==> config.mk <==
export PLATFORM = sky130hd
export DESIGN_NAME = apple_sprite_fetch
export DESIGN_NICKNAME = d
export VERILOG_FILES = /design/src/rtl/apple_sprite_fetch.sv
export SDC_FILE = /design/constraint.sdc
export NUM_CORES = 1
export LEC_CHECK = 0
export CORE_ASPECT_RATIO = 1.1
export CORE_UTILIZATION = 53
export DETAILED_ROUTE_END_ITERATION = 6
export GPL_TIMING_DRIVEN = 0
export PLACE_DENSITY = 0.82
export SLEW_MARGIN = 20
export SYNTH_ARGS = -nofsm -noshare
export SYNTH_HDL_FRONTEND = slang
export SYNTH_SLANG_ARGS = --single-unit
==> constraint.sdc <==
create_clock -name Clk -period 4.8 [get_ports Clk]
set_input_delay 0.48 -clock Clk [delete_from_list [all_inputs] [get_ports Clk]]
set_output_delay 0.48 -clock Clk [all_outputs]
set_load 0.02 [all_outputs]
==> src/rtl/apple_sprite_fetch.sv <==
// Apple sprite fetch stage: maps VGA pixels onto the apple sprite, drives the index ROM
// and runs the apple's hidden / whole / sliced life cycle.
module apple_sprite_fetch #(
  parameter int SPR_W      = 32,
  parameter int SPR_H      = 32,
  parameter int ADDR_W     = 10,
  parameter int TRANSP_IDX = 26,
  parameter int SPLIT_STEP = 2,
  parameter int MAX_SPLIT  = 48
) (
  input  logic              Clk,
  input  logic              Reset_n,
  input  logic              frame_start,
  input  logic              pixel_valid,
  input  logic [9:0]        DrawX,
  input  logic [9:0]        DrawY,
  input  logic [10:0]       sprite_x,
  input  logic [10:0]       sprite_y,
  input  logic              spawn,
  input  logic              slice,
  input  logic              clear,
  output logic [ADDR_W-1:0] rom_addr,
  input  logic [7:0]        rom_data,
  output logic [7:0]        pix_index,
  output logic              pix_hit,
  output logic              pix_valid,
  output logic              sliced_done
);

  localparam int OFF_W = $clog2(MAX_SPLIT + SPLIT_STEP + 1);
  localparam logic signed [11:0] W_S    = 12'(SPR_W);
  localparam logic signed [11:0] HALF_S = 12'(SPR_W / 2);
  localparam logic signed [11:0] H_S    = 12'(SPR_H);
  localparam logic [11:0]        W_U    = 12'(SPR_W);

  typedef enum logic [1:0] {IDLE, WHOLE, SPLIT, DONE} state_t;

  state_t             state_q, state_d;
  logic [OFF_W-1:0]   split_off_q, split_off_d, off_step;
  logic [10:0]        pos_x_q, pos_x_d, pos_y_q, pos_y_d;

  logic signed [11:0] relx, rely, off_s, u_l, u_r, u_c;
  logic               row_ok, col_ok;

  logic               s0_hit_q, s0_hit_d, s0_valid_q, s0_valid_d;
  logic [11:0]        s0_u_q, s0_u_d, s0_row_q, s0_row_d;
  logic               s1_hit_q, s1_hit_d, s1_valid_q, s1_valid_d;
  logic [ADDR_W-1:0]  rom_addr_q, rom_addr_d;
  logic [11:0]        addr_full;
  logic               s2_hit_q, s2_hit_d, s2_valid_q, s2_valid_d;
  logic [7:0]         pix_index_q, pix_index_d;
  logic               pix_hit_q, pix_hit_d, pix_valid_q, pix_valid_d;

  // Life cycle; position only moves at frame_start so a frame never tears.
  always_comb begin
    state_d     = state_q;
    split_off_d = split_off_q;
    pos_x_d     = frame_start ? sprite_x : pos_x_q;
    pos_y_d     = frame_start ? sprite_y : pos_y_q;
    off_step    = split_off_q + OFF_W'(SPLIT_STEP);
    if (clear) begin
      state_d     = IDLE;
      split_off_d = '0;
    end else if (spawn) begin
      state_d     = WHOLE;
      split_off_d = '0;
    end else begin
      case (state_q)
        WHOLE: begin
          if (slice) begin
            state_d     = SPLIT;
            split_off_d = '0;
          end
        end
        SPLIT: begin
          if (frame_start) begin
            split_off_d = off_step;
            if (off_step >= OFF_W'(MAX_SPLIT)) state_d = DONE;
          end
        end
        DONE: begin
          state_d     = IDLE;
          split_off_d = '0;
        end
        default: ;
      endcase
    end
  end

  // Pixel-to-texel mapping; the left half takes precedence where the halves overlap.
  always_comb begin
    relx   = $signed({2'b00, DrawX}) - $signed({pos_x_q[10], pos_x_q});
    rely   = $signed({2'b00, DrawY}) - $signed({pos_y_q[10], pos_y_q});
    off_s  = $signed({{(12 - OFF_W){1'b0}}, split_off_q});
    u_l    = relx + off_s;
    u_r    = relx - off_s;
    row_ok = (rely >= 12'sd0) && (rely < H_S);
    col_ok = 1'b0;
    u_c    = relx;
    case (state_q)
      WHOLE: col_ok = (relx >= 12'sd0) && (relx < W_S);
      SPLIT: begin
        if ((u_l >= 12'sd0) && (u_l < HALF_S)) begin
          col_ok = 1'b1;
          u_c    = u_l;
        end else if ((u_r >= HALF_S) && (u_r < W_S)) begin
          col_ok = 1'b1;
          u_c    = u_r;
        end
      end
      default: ;
    endcase
  end

  always_comb begin
    s0_valid_d  = pixel_valid;
    s0_hit_d    = pixel_valid && row_ok && col_ok;
    s0_u_d      = u_c;
    s0_row_d    = rely;
    addr_full   = s0_row_q * W_U + s0_u_q;
    s1_valid_d  = s0_valid_q;
    s1_hit_d    = s0_hit_q;
    rom_addr_d  = s0_hit_q ? ADDR_W'(addr_full) : '0;
    s2_valid_d  = s1_valid_q;
    s2_hit_d    = s1_hit_q;
    pix_valid_d = s2_valid_q;
    pix_index_d = s2_hit_q ? rom_data : 8'd0;
    pix_hit_d   = s2_hit_q && (rom_data != 8'(TRANSP_IDX));
  end

  always_ff @(posedge Clk or negedge Reset_n) begin
    if (!Reset_n) begin
      state_q     <= IDLE;
      split_off_q <= '0;
      pos_x_q     <= '0;
      pos_y_q     <= '0;
      s0_hit_q    <= 1'b0;
      s0_valid_q  <= 1'b0;
      s0_u_q      <= '0;
      s0_row_q    <= '0;
      s1_hit_q    <= 1'b0;
      s1_valid_q  <= 1'b0;
      rom_addr_q  <= '0;
      s2_hit_q    <= 1'b0;
      s2_valid_q  <= 1'b0;
      pix_index_q <= '0;
      pix_hit_q   <= 1'b0;
      pix_valid_q <= 1'b0;
    end else begin
      state_q     <= state_d;
      split_off_q <= split_off_d;
      pos_x_q     <= pos_x_d;
      pos_y_q     <= pos_y_d;
      s0_hit_q    <= s0_hit_d;
      s0_valid_q  <= s0_valid_d;
      s0_u_q      <= s0_u_d;
      s0_row_q    <= s0_row_d;
      s1_hit_q    <= s1_hit_d;
      s1_valid_q  <= s1_valid_d;
      rom_addr_q  <= rom_addr_d;
      s2_hit_q    <= s2_hit_d;
      s2_valid_q  <= s2_valid_d;
      pix_index_q <= pix_index_d;
      pix_hit_q   <= pix_hit_d;
      pix_valid_q <= pix_valid_d;
    end
  end

  assign rom_addr    = rom_addr_q;
  assign pix_index   = pix_index_q;
  assign pix_hit     = pix_hit_q;
  assign pix_valid   = pix_valid_q;
  assign sliced_done = (state_q == DONE);

endmodule

==> results of run 1 <==
## layout by cell type, fill, tap and decap left out, drive strengths merged, types with 11 or more instances in the layout
| cell | Yosys | routed |
|---|---|---|
| ha | 39 | 39 |
| dfrtp | 70 | 70 |
| o21ai | 45 | 45 |
| and2 | 22 | 22 |
| a21oi | 29 | 29 |
| clkdlybuf4s50 | 0 | 76 |
| a21o | 11 | 11 |
| nand2 | 42 | 42 |
| nor2 | 25 | 25 |
| inv | 45 | 47 |
| clkbuf | 8 | 18 |
## state kept, by name, indices dropped and copies added, names as in the netlist
| name | count |
|---|---|
| s1_valid_q | 1 |
| pos_y_q | 11 |
| pix_hit | 1 |
| state_q | 2 |
| rom_addr | 10 |
| s0_u_q | 10 |
| pix_index | 8 |
| s0_valid_q | 1 |
| pos_x_q | 11 |
| s1_hit_q | 1 |
| s0_row_q | 5 |
| split_off_q | 5 |
| s2_hit_q | 1 |
| pix_valid_d | 1 |
| s0_hit_q | 1 |
| pix_valid | 1 |
## final timing paths
| path | cells after the start | endpoint | start |
|---|---|---|---|
| setup / recovery | 18 | s0_u_q[2] | DrawX[0] |
| hold / removal | 0 | s2_hit_q | s1_hit_q |
| setup reg to reg | 16 | s0_u_q[2] | pos_x_q[0] |
| hold reg to reg | 0 | s2_hit_q | s1_hit_q |
| max in group asynchronous | 3 | s0_u_q[5] | Reset_n |
| min in group asynchronous | 2 | state_q[0] | Reset_n |
## Yosys cell counts, types with 3 or more instances
cell type,n,area (um^2)
xnor2_1,6,52.55
inv_1,45,168.9
a21oi_1,29,145.1
nand3b_1,3,22.52
a311oi_1,3,26.28
nand3_1,6,30.03
mux2_2,4,45.04
nor3_1,10,50.05
xor2_1,7,61.31
nor2b_1,4,25.02
clkbuf_1,8,30.03
a211oi_1,3,22.52
and2_1,22,137.6
a21o_1,11,82.58
o21a_1,4,30.03
a21boi_0,6,45.04
ha_1,39,488.0
fa_1,5,100.1
dfrtp_1,70,1752
nand2b_1,4,25.02
a31oi_1,3,18.77
nand2_1,42,157.7
o21ai_0,44,220.2
nand4b_1,3,26.28
o2111ai_1,3,26.28
nor2_1,25,93.84
## layer usage
metal  vias up  wire, um
met4         0       250
met1      1741      4049
li1       1788         -
met5         -         0
met3        28       441
met2       108      5075
## metrics by stage
step                      cells  power [mW]  setup TNS, ns  setup slack (ns)  hold WS [ns]
after detailed placement    643       1.210         -2.753           -0.4133        0.3348
after global routing        663       1.860              0          0.003385        0.3621
after floorplan             457       1.044              0            0.7460        0.1844
after global placement      642       1.184         -1.855           -0.3242        0.3330
after CTS                   660       1.750              0          0.003081        0.3584
final                       663       1.752              0            0.1819        0.3570
## cell families (layout without fill, tap and decap cells)
logic type,after synthesis,count (layout),synth area share
AO/OA/AOI/OAI,132,132,0.2002
XOR/XNOR,13,13,0.02645
adder cells (fa/ha/maj),44,44,0.1366
buffers and inverters,56,154,0.05056
flip-flops,70,70,0.4069
multiplexers,6,6,0.01511
other,2,2,0.001744
AND/OR/NAND/NOR,134,134,0.1625
## timing repair
action | 4_1_cts | 5_1_grt
endpoints found under the hold margin | 10 | 0
resized for setup | 1 | 5
hold buffers | 1 | 0
pin swaps | 0 | 1
buffers inserted | 0 | 3
endpoints found under the setup margin | 5 | 8
## report_power, final
part,internal [mW],leakage [nW],total [mW],switching (mW)
logic,0.251,1.48,0.557,0.306
registers,0.641,0.888,0.664,0.0231
clock network,0.297,0.107,0.532,0.235
## area by class of cell
| type | count | area [um^2] | area share |
|---|---|---|---|
| buffer | 11 | 52.55 | 0.009548 |
| clock buffer | 10 | 127.6 | 0.02319 |
| clock inverter | 6 | 93.84 | 0.01705 |
| inverter | 45 | 168.9 | 0.03069 |
| multi-input combinational | 331 | 2346 | 0.4262 |
| sequential | 70 | 1752 | 0.3183 |
| tap | 108 | 135.1 | 0.02455 |
| timing repair buffer | 82 | 828.3 | 0.1505 |
==> run summary, run 1 <==
grt met1 use -> 0.2890
Leakage -> 2.471 nW
Worst Path Buf+Inv -> 4
CP Launch Type -> input pin
Net count, final -> 651
via count -> 3665
EDFF count, synth -> 0
delay-heaviest family, CP -> compound AO/OA/AOI/OAI gates
Antenna Cells -> 0
r2r setup slk -> 0.42 ns
RSZ-0062 raised after global routing -> no
Yosys warnings -> 0
die area -> 8488 um^2
sequential fraction of the synthesis area -> 0.4069
GRT Total Usage -> 0.2444
Synth cell types -> 60
critical path endpoint category -> flip-flop
drt pass-1 iters -> 4
Core Footprint -> 7870 um^2
Top FF cell, synth -> dfrtp_1
area growth from synthesis to layout -> 27.84%
Worst path max stage delay -> 0.56 ns
Data required, critical path -> 5.02 ns
grt total ovfl -> 0
CTS clk-pin slew, worst paths -> 0.07 ns
Crit Path Class -> in -> reg
Die Wd -> 87.94 um
initial antenna violation count -> 0
Post-Route WL -> 9816 um
global placement routability congestion -> 0.8374
hold crit path type -> reg -> reg
placed cell area -> 5236 um^2
Worst-Skew Late Latency -> 0.35 ns
crit share post-route -> 0.9621
row count -> 34
DRC -> 0
Worst Tran Pin Value -> 0.8045 ns
clock sink count -> 70
synthesized flop and latch total -> 70
Slew HR -> 0.4601
Clock Path Buffers -> 2
vias in the first global route -> 3473
Max FO, Critical Path -> 10
Setup-failing EPs final -> 0
via/cell ratio -> 5.528
f_max -> 0.2165 GHz
Async SR Flop Fraction -> 1.000
slowest cell on the critical path -> or4_1
clk root buf -> clkbuf_8
met2 Usage GRT -> 0.4296
drt wl/cell -> 14.81 um
MaxCap Viol Count -> 0
Top Usage Layer GRT -> met2
Slew Viols, Final -> 0
Synth Cell Area -> 4305 um^2
Ports -> 78
first-pass GRT wire length -> 15860 um
die height -> 96.53 um
clk_skew -> 0.01690 ns
Layout fillers -> 564
fin util -> 0.6994
Min Clock Period, post-route -> 4.618 ns
largest net degree at the start of global routing -> 61
share of layout cells above drive strength 1 -> 0.06486
Initial Util -> 0.5471
drt initial violations -> 183
Synth Net Count -> 558
final hold viol count -> 0
most used cell, CP -> ha_1
TritonCTS Buffers -> 9
H-tree depth -> 3
Data arrival, critical path -> 4.84 ns
CTS tree -> yes
IO buf count -> 77
Pwr Density -> 318.4 nW/um^2
fin area -> 5504 um^2
outcome -> completed
met3 usage -> 0.05268
ANT nets after route -> 0
Peak supply drop -> 0.1662 mV
Mapped Cells -> 457
HPWL after detailed placement -> 7400 um
crit path cell chain -> clkdlybuf4s50_1 -> inv_1 -> ha_1 -> fa_1 -> nor2b_2 -> o21ai_0 -> nand2b_1 -> xor2_2 -> ha_1 -> clkbuf_1 -> or4_1 -> nor3_1 -> mux2i_1 -> o41ai_1 -> o2111a_1 -> clkbuf_4 -> o21ai_1 -> a211o_1
synthesized area per cell -> 9.421 um^2
Note: power is estimated with default switching activity, not from simulation.
==> inputs of run 2 (changes only) <==
--- a/config.mk
+++ b/config.mk
@@ -10,7 +10,6 @@
 export DETAILED_ROUTE_END_ITERATION = 6
 export GPL_TIMING_DRIVEN = 0
 export PLACE_DENSITY = 0.82
-export SLEW_MARGIN = 20
 export SYNTH_ARGS = -nofsm -noshare
 export SYNTH_HDL_FRONTEND = slang
 export SYNTH_SLANG_ARGS = --single-unit
==> run summary, run 2 (same netlist as run 1, synthesis figures left out) <==
Setup TNS -> 0 ns (unchanged)
hold_ws -> 0.2572 ns (-0.09982 ns)
delay-heaviest family, CP -> compound AO/OA/AOI/OAI gates
Data required, critical path -> 5.02 ns (about the same)
switch share -> 0.3261 (+0.004384)
area growth from synthesis to layout -> 25.49%
clk_skew -> 0.006360 ns (-0.01054 ns)
DRC -> 0 (unchanged)
Pwr Density -> 311.2 nW/um^2 (-2.3%)
crit share post-route -> 0.9504 (-0.01173)
ANT nets after route -> 0 (unchanged)
Setup-failing EPs final -> 0 (unchanged)
CTS clk-pin slew, worst paths -> 0.07 ns (about the same)
crit path cell chain -> clkdlybuf4s50_1 -> inv_1 -> ha_1 -> fa_1 -> nor2b_1 -> o21ai_0 -> nand2b_1 -> xor2_2 -> ha_1 -> clkbuf_1 -> or4_1 -> nor3_1 -> mux2i_1 -> o41ai_1 -> o2111a_2 -> o21ai_1 -> a211o_1
critical path endpoint category -> flip-flop
via/cell ratio -> 5.566 (+0.68%)
FF-to-FF End -> s0_u_q[2]
commonest non-fill, non-tap cell in the layout -> clkdlybuf4s50_1
commonest non-fill, non-tap cells in the layout -> 76 x clkdlybuf4s50_1, 70 x dfrtp_1, 45 x inv_1
Worst-Skew Late Latency -> 0.34 ns (about the same)
row count -> 34 (unchanged)
global placement routability congestion -> 0.8374 (unchanged)
slowest cell on the critical path -> or4_1
clk root buf -> clkbuf_8
drt wl/cell -> 14.91 um (+0.73%)
Ports -> 78 (unchanged)
RSZ-0062 raised after global routing -> no
Clk pwr share -> 0.279 (-0.025)
drt pass-1 iters -> 5 (+1)
first-pass GRT wire length -> 15570 um (-1.9%)
Crit Path Class -> in -> reg
Slew HR -> 0.4271 (-0.03299)
drt initial violations -> 175 (-4.4%)
die height -> 96.53 um (unchanged)
Worst Reg-to-Reg Cells -> 15 (-1)
via count -> 3651 (-0.38%)
Worst Tran Pin Value -> 0.8594 ns (+0.05493 ns)
clock sink count -> 70 (unchanged)
non-filler cells, final -> 656 (-1.1%)
Psw -> 0.5482 mW (-2.8%)
Net count, final -> 645 (-0.92%)
largest net degree at the start of global routing -> 71 (+16%)
Peak supply drop -> 0.2147 mV (+29%)
Comb pwr share -> 0.326 (+0.008)
Slew Viols, Final -> 0 (unchanged)
Antenna Cells -> 0 (unchanged)
f_max -> 0.2192 GHz (+1.2%)
CTS tree -> yes
Min Clock Period, post-route -> 4.562 ns (-0.05629 ns)
initial antenna violation count -> 0 (unchanged)
HPWL after detailed placement -> 7277 um (-1.7%)
Die Wd -> 87.94 um (unchanged)
die area -> 8488 um^2 (unchanged)
MaxCap Viol Count -> 0 (unchanged)
CP Launch Type -> input pin
Int Pwr -> 1.133 mW (-4.7%)
vias in the first global route -> 3431 (-1.2%)
Initial Util -> 0.5471 (unchanged)
Crit. Startpoint -> DrawX[0]
TritonCTS Buffers -> 9 (unchanged)
Max FO, Critical Path -> 11 (+1)
IO buf count -> 77 (unchanged)
grt total ovfl -> 0 (unchanged)
most used cell, CP -> ha_1
Core Footprint -> 7870 um^2 (unchanged)
final hold viol count -> 0 (unchanged)
Data arrival, critical path -> 4.79 ns (-0.05 ns)
Power, Total -> 1.681 mW (-4.1%)
Clock Path Buffers -> 2 (unchanged)
share of layout cells above drive strength 1 -> 0.05474 (-0.01012)
outcome -> completed
Post-Route WL -> 9783 um (-0.34%)
Leakage -> 2.419 nW (-2.1%)
Top Registers -> pos_x_q (11), pos_y_q (11)
r2r setup slk -> 0.50 ns (+0.08 ns)
Worst path max stage delay -> 0.55 ns (about the same)
# placed instances -> 642 (-0.16%)
worst r2r src -> pos_x_q[0]
GRT Total Usage -> 0.2396 (-0.004863)
hold crit path type -> in -> async
Worst Path Buf+Inv -> 3 (-1)
setup bufs post-CTS -> 0 (unchanged)
H-tree depth -> 3 (unchanged)
Reg power frac -> 0.395 (+0.016)
==> run 2: power by group through the flow <==
stage	Clock, mW	Combinational, mW	Sequential (mW)
6_report	0.468	0.549	0.664
5_1_grt	0.499	0.612	0.669
4_1_cts	0.473	0.543	0.665
3_5_place_dp	0	0.531	0.676
3_3_place_gp	0	0.511	0.673
2_1_floorplan	0	0.375	0.668
==> run 2: final cells by class <==
| class | count | area (um^2) |
|---|---|---|
| plain buffers | 10 | 45.04 |
| clock buffers | 11 | 141.4 |
| clock inverters | 4 | 47.55 |
| fillers | 586 | 2467 |
| inverters | 45 | 168.9 |
| multi-input cells | 331 | 2345 |
| flip-flops and latches | 70 | 1752 |
| well taps | 108 | 135.1 |
| repair buffers | 77 | 768.2 |
==> run 2: stage by stage <==
stage / setup WS [ns] / utilization / instance area (um^2)
final: 0.2382 / 0.6865 / 5403
after detailed placement: -0.3887 / 0.6618 / 5209
after global placement: -0.3242 / 0.6622 / 5211
after floorplan: 0.7460 / - / 4305
after global routing: 0.008707 / 0.6865 / 5403
after CTS: 0.08583 / 0.6854 / 5394
==> run 2: layer usage <==
layer / global-route usage / routed length, um / share of wire
met5: 0 / 0 / 0
met4: 0.09016 / 136 / 0.014
met3: 0.04248 / 457 / 0.047
met2: 0.4360 / 5155 / 0.53
met1: 0.2800 / 4034 / 0.41
==> run 2: what timing repair did <==
| action | 4_1_cts | 5_1_grt |
|---|---|---|
| setup endpoints to repair | 5 | 8 |
| gates cloned | 0 | 0 |
| hold buffers | 0 | 0 |
| resized for setup | 0 | 2 |
==> run 2: worst max path at each step <==
stage                            to  slack, ns  cells past startpoint
after floorplan           s0_u_q[2]       0.75                     17
after global placement    s0_u_q[2]      -0.32                     18
after detailed placement  s0_u_q[2]      -0.39                     18
after CTS                 s0_u_q[2]       0.09                     17
after global routing      s0_u_q[2]      0.009                     17
final                     s0_u_q[2]       0.24                     17
==> run 2: worst register-to-register path, delay by kind of cell (launching register included) <==
family          cells  cell delay (ns)
compound gates      5             1.26
xor+xnor            1             0.27
fa+ha+maj           3             0.94
buf+inv             1             0.20
flops               1             0.38
mux                 1             0.11
simple gates        4             1.02
==> inputs of run 3 (changes only) <==
--- a/config.mk
+++ b/config.mk
@@ -6,10 +6,10 @@
 export NUM_CORES = 1
 export LEC_CHECK = 0
 export CORE_ASPECT_RATIO = 1.1
-export CORE_UTILIZATION = 53
+export CORE_UTILIZATION = 45
 export DETAILED_ROUTE_END_ITERATION = 6
 export GPL_TIMING_DRIVEN = 0
-export PLACE_DENSITY = 0.82
+export PLACE_DENSITY = 0.71
 export SYNTH_ARGS = -nofsm -noshare
 export SYNTH_HDL_FRONTEND = slang
 export SYNTH_SLANG_ARGS = --single-unit
==> run summary, run 3 (same netlist as run 1, synthesis figures left out) <==
Hold-fix buffers, CTS -> 0 (unchanged)
FF+latch area -> 1752 um^2 (unchanged)
Pwr Density -> 322.3 nW/um^2 (+3.6%)
GRT Total Usage -> 0.2019 (-0.03766)
hold crit path type -> in -> async
ANT nets after route -> 0 (unchanged)
grt total ovfl -> 0 (unchanged)
global placement routability congestion -> 0.9205 (+9.9%)
via/cell ratio -> 5.411 (-2.8%)
CP Launch Type -> input pin
placed cell area -> 5220 um^2 (+0.22%)
Worst Tran Pin Value -> 0.8886 ns (+0.02920 ns)
die height -> 104.6 um (+8.3%)
Comb pwr share -> 0.305 (-0.021)
f_max -> 0.2228 GHz (+1.7%)
Reg power frac -> 0.377 (-0.018)
Worst path max stage delay -> 0.56 ns (about the same)
DRC -> 0 (unchanged)
Setup TNS -> 0 ns (unchanged)
drt pass-1 iters -> 5 (unchanged)
Post-Route WL -> 9384 um (-4.1%)
drt initial violations -> 142 (-19%)
HPWL after detailed placement -> 7200 um (-1.1%)
Core Footprint -> 9305 um^2 (+18%)
IO buf count -> 77 (unchanged)
row count -> 37 (+8.8%)
MaxCap Viol Count -> 0 (unchanged)
Peak supply drop -> 0.1461 mV (-32%)
Min Clock Period, post-route -> 4.488 ns (-0.07428 ns)
Data arrival, critical path -> 4.71 ns (-0.08 ns)
Ports -> 78 (unchanged)
fin area -> 5463 um^2 (+1.1%)
Worst Reg-to-Reg Cells -> 15 (unchanged)
slowest cell on the critical path -> or4_1
via count -> 3609 (-1.2%)
Initial Util -> 0.4627 (-0.08437)
Clock Path Buffers -> 2 (unchanged)
H-tree depth -> 3 (unchanged)
clk_skew -> 0.01191 ns (+0.005554 ns)
TritonCTS Buffers -> 9 (unchanged)
CTS tree -> yes
crit path cell chain -> clkdlybuf4s50_1 -> inv_1 -> ha_1 -> fa_1 -> nor2b_1 -> o21ai_0 -> nand2b_1 -> xor2_2 -> ha_1 -> clkbuf_1 -> or4_1 -> nor3_1 -> mux2i_1 -> o41ai_1 -> o2111a_2 -> o21ai_1 -> a211o_1
multi-input gate area in the final layout -> 2345 um^2 (unchanged)
Slew HR -> 0.4076 (-0.01946)
commonest non-fill, non-tap cells in the layout -> 76 x clkdlybuf4s50_1, 70 x dfrtp_1, 45 x inv_1
Setup-failing EPs final -> 0 (unchanged)
Worst-Skew Late Latency -> 0.35 ns (about the same)
critical path endpoint category -> flip-flop
Layout fillers -> 824 (+41%)
Int Pwr -> 1.228 mW (+8.3%)
delay-heaviest family, CP -> compound AO/OA/AOI/OAI gates
largest net degree at the start of global routing -> 71 (unchanged)
Psw -> 0.5329 mW (-2.8%)
share of layout cells above drive strength 1 -> 0.05455 (-0.0001991)
clock sink count -> 70 (unchanged)
Slew Viols, Final -> 0 (unchanged)
final hold viol count -> 0 (unchanged)
die area -> 9963 um^2 (+17%)
Antenna Cells -> 0 (unchanged)
crit share post-route -> 0.9349 (-0.01548)
switch share -> 0.3027 (-0.02337)
Top Registers -> pos_x_q (11), pos_y_q (11)
drt wl/cell -> 14.07 um (-5.7%)
clk root buf -> clkbuf_8
pre-CTS setup slack -> -0.3567 ns (+0.03202 ns)
Crit Path Class -> in -> reg
final setup margin -> 0.3125 ns (+0.07428 ns)
commonest non-fill, non-tap cell in the layout -> clkdlybuf4s50_1
outcome -> completed
most used cell, CP -> ha_1
RSZ-0062 raised after global routing -> no
Die Wd -> 95.26 um (+8.3%)
Crit. path cell count -> 17 (unchanged)
Worst Path Buf+Inv -> 3 (unchanged)
Max FO, Critical Path -> 11 (unchanged)
Data required, critical path -> 5.02 ns (about the same)
Net count, final -> 646 (+0.16%)
vias in the first global route -> 3563 (+3.8%)
Clk pwr share -> 0.318 (+0.039)
initial antenna violation count -> 0 (unchanged)
CTS clk-pin slew, worst paths -> 0.07 ns (about the same)
Leakage -> 2.444 nW (+1.0%)
first-pass GRT wire length -> 15590 um (+0.18%)
area growth from synthesis to layout -> 26.88%
==> run 3: changes by cell type in the layout (fill, tap and decap cells not counted), sizes merged <==
cell | previous run | this run
bufinv | 1 | 3
buf | 4 | 5
clkbuf | 18 | 19
clkinv | 2 | 1
clkinvlp | 1 | 0
==> run 3: final timing paths <==
path,from,endpoint,slack (ns)
worst max-delay path,DrawX[0],s0_u_q[2],0.31
worst min-delay path,Reset_n,pix_index[6],0.25
worst max register to register,pos_x_q[0],s0_u_q[2],0.57
worst min register to register,pix_valid_d,pix_valid,0.36
max in group asynchronous,Reset_n,s0_row_q[0],3.97
min in group Clk,pix_valid_d,pix_valid,0.36
==> run 3: routing by layer <==
metal  track usage  share of wire
met5             0              0
met4       0.07684          0.016
met3       0.04731          0.050
met2        0.3408           0.50
met1        0.2452           0.43
==> run 3: cell type report <==
cell class / instances / share of cell area
Buffer: 10 / 0.008246
Clock buffer: 12 / 0.02474
Clock inverter: 4 / 0.01741
Inverter: 45 / 0.03092
Multi-Input combinational cell: 331 / 0.4292
Sequential cell: 70 / 0.3207
Tap cell: 117 / 0.02680
Timing Repair Buffer: 78 / 0.1420
==> run 3: worst register-to-register path: stages, from the launching register on <==
cell	delay (ns)
dfrtp_1	0.38
ha_1	0.22
fa_1	0.41
nor2b_1	0.21
o21ai_0	0.11
nand2b_1	0.13
xor2_2	0.27
ha_1	0.28
clkbuf_1	0.21
or4_1	0.56
nor3_1	0.16
mux2i_1	0.10
o41ai_1	0.24
o2111a_2	0.39
o21ai_1	0.12
a211o_1	0.33
==> run 3: through the flow <==
stage,hold WS [ns],util,power (mW),instances
finish,0.2531,0.5871,1.761,667
global route,0.3191,0.5871,1.877,667
CTS,0.2832,0.5853,1.777,666
detailed placement,0.3405,0.5610,1.208,651
global placement,0.3316,0.5612,1.192,651
floorplan,0.1844,-,1.044,457
==> run 3: power groups by stage <==
stage | logic, mW | registers, mW | clock network (mW)
after global placement | 0.519 | 0.674 | 0
after global routing | 0.605 | 0.669 | 0.603
after CTS | 0.536 | 0.664 | 0.577
after detailed placement | 0.533 | 0.675 | 0
final | 0.538 | 0.663 | 0.560
after floorplan | 0.375 | 0.668 | 0
==> run 3: what timing repair did <==
| action | in CTS | in global routing |
|---|---|---|
| resized for setup | 0 | 2 |
| gates cloned | 0 | 0 |
| endpoints found under the hold margin | 0 | 0 |
| buffers inserted | 0 | 1 |
| setup endpoints to repair | 1 | 6 |
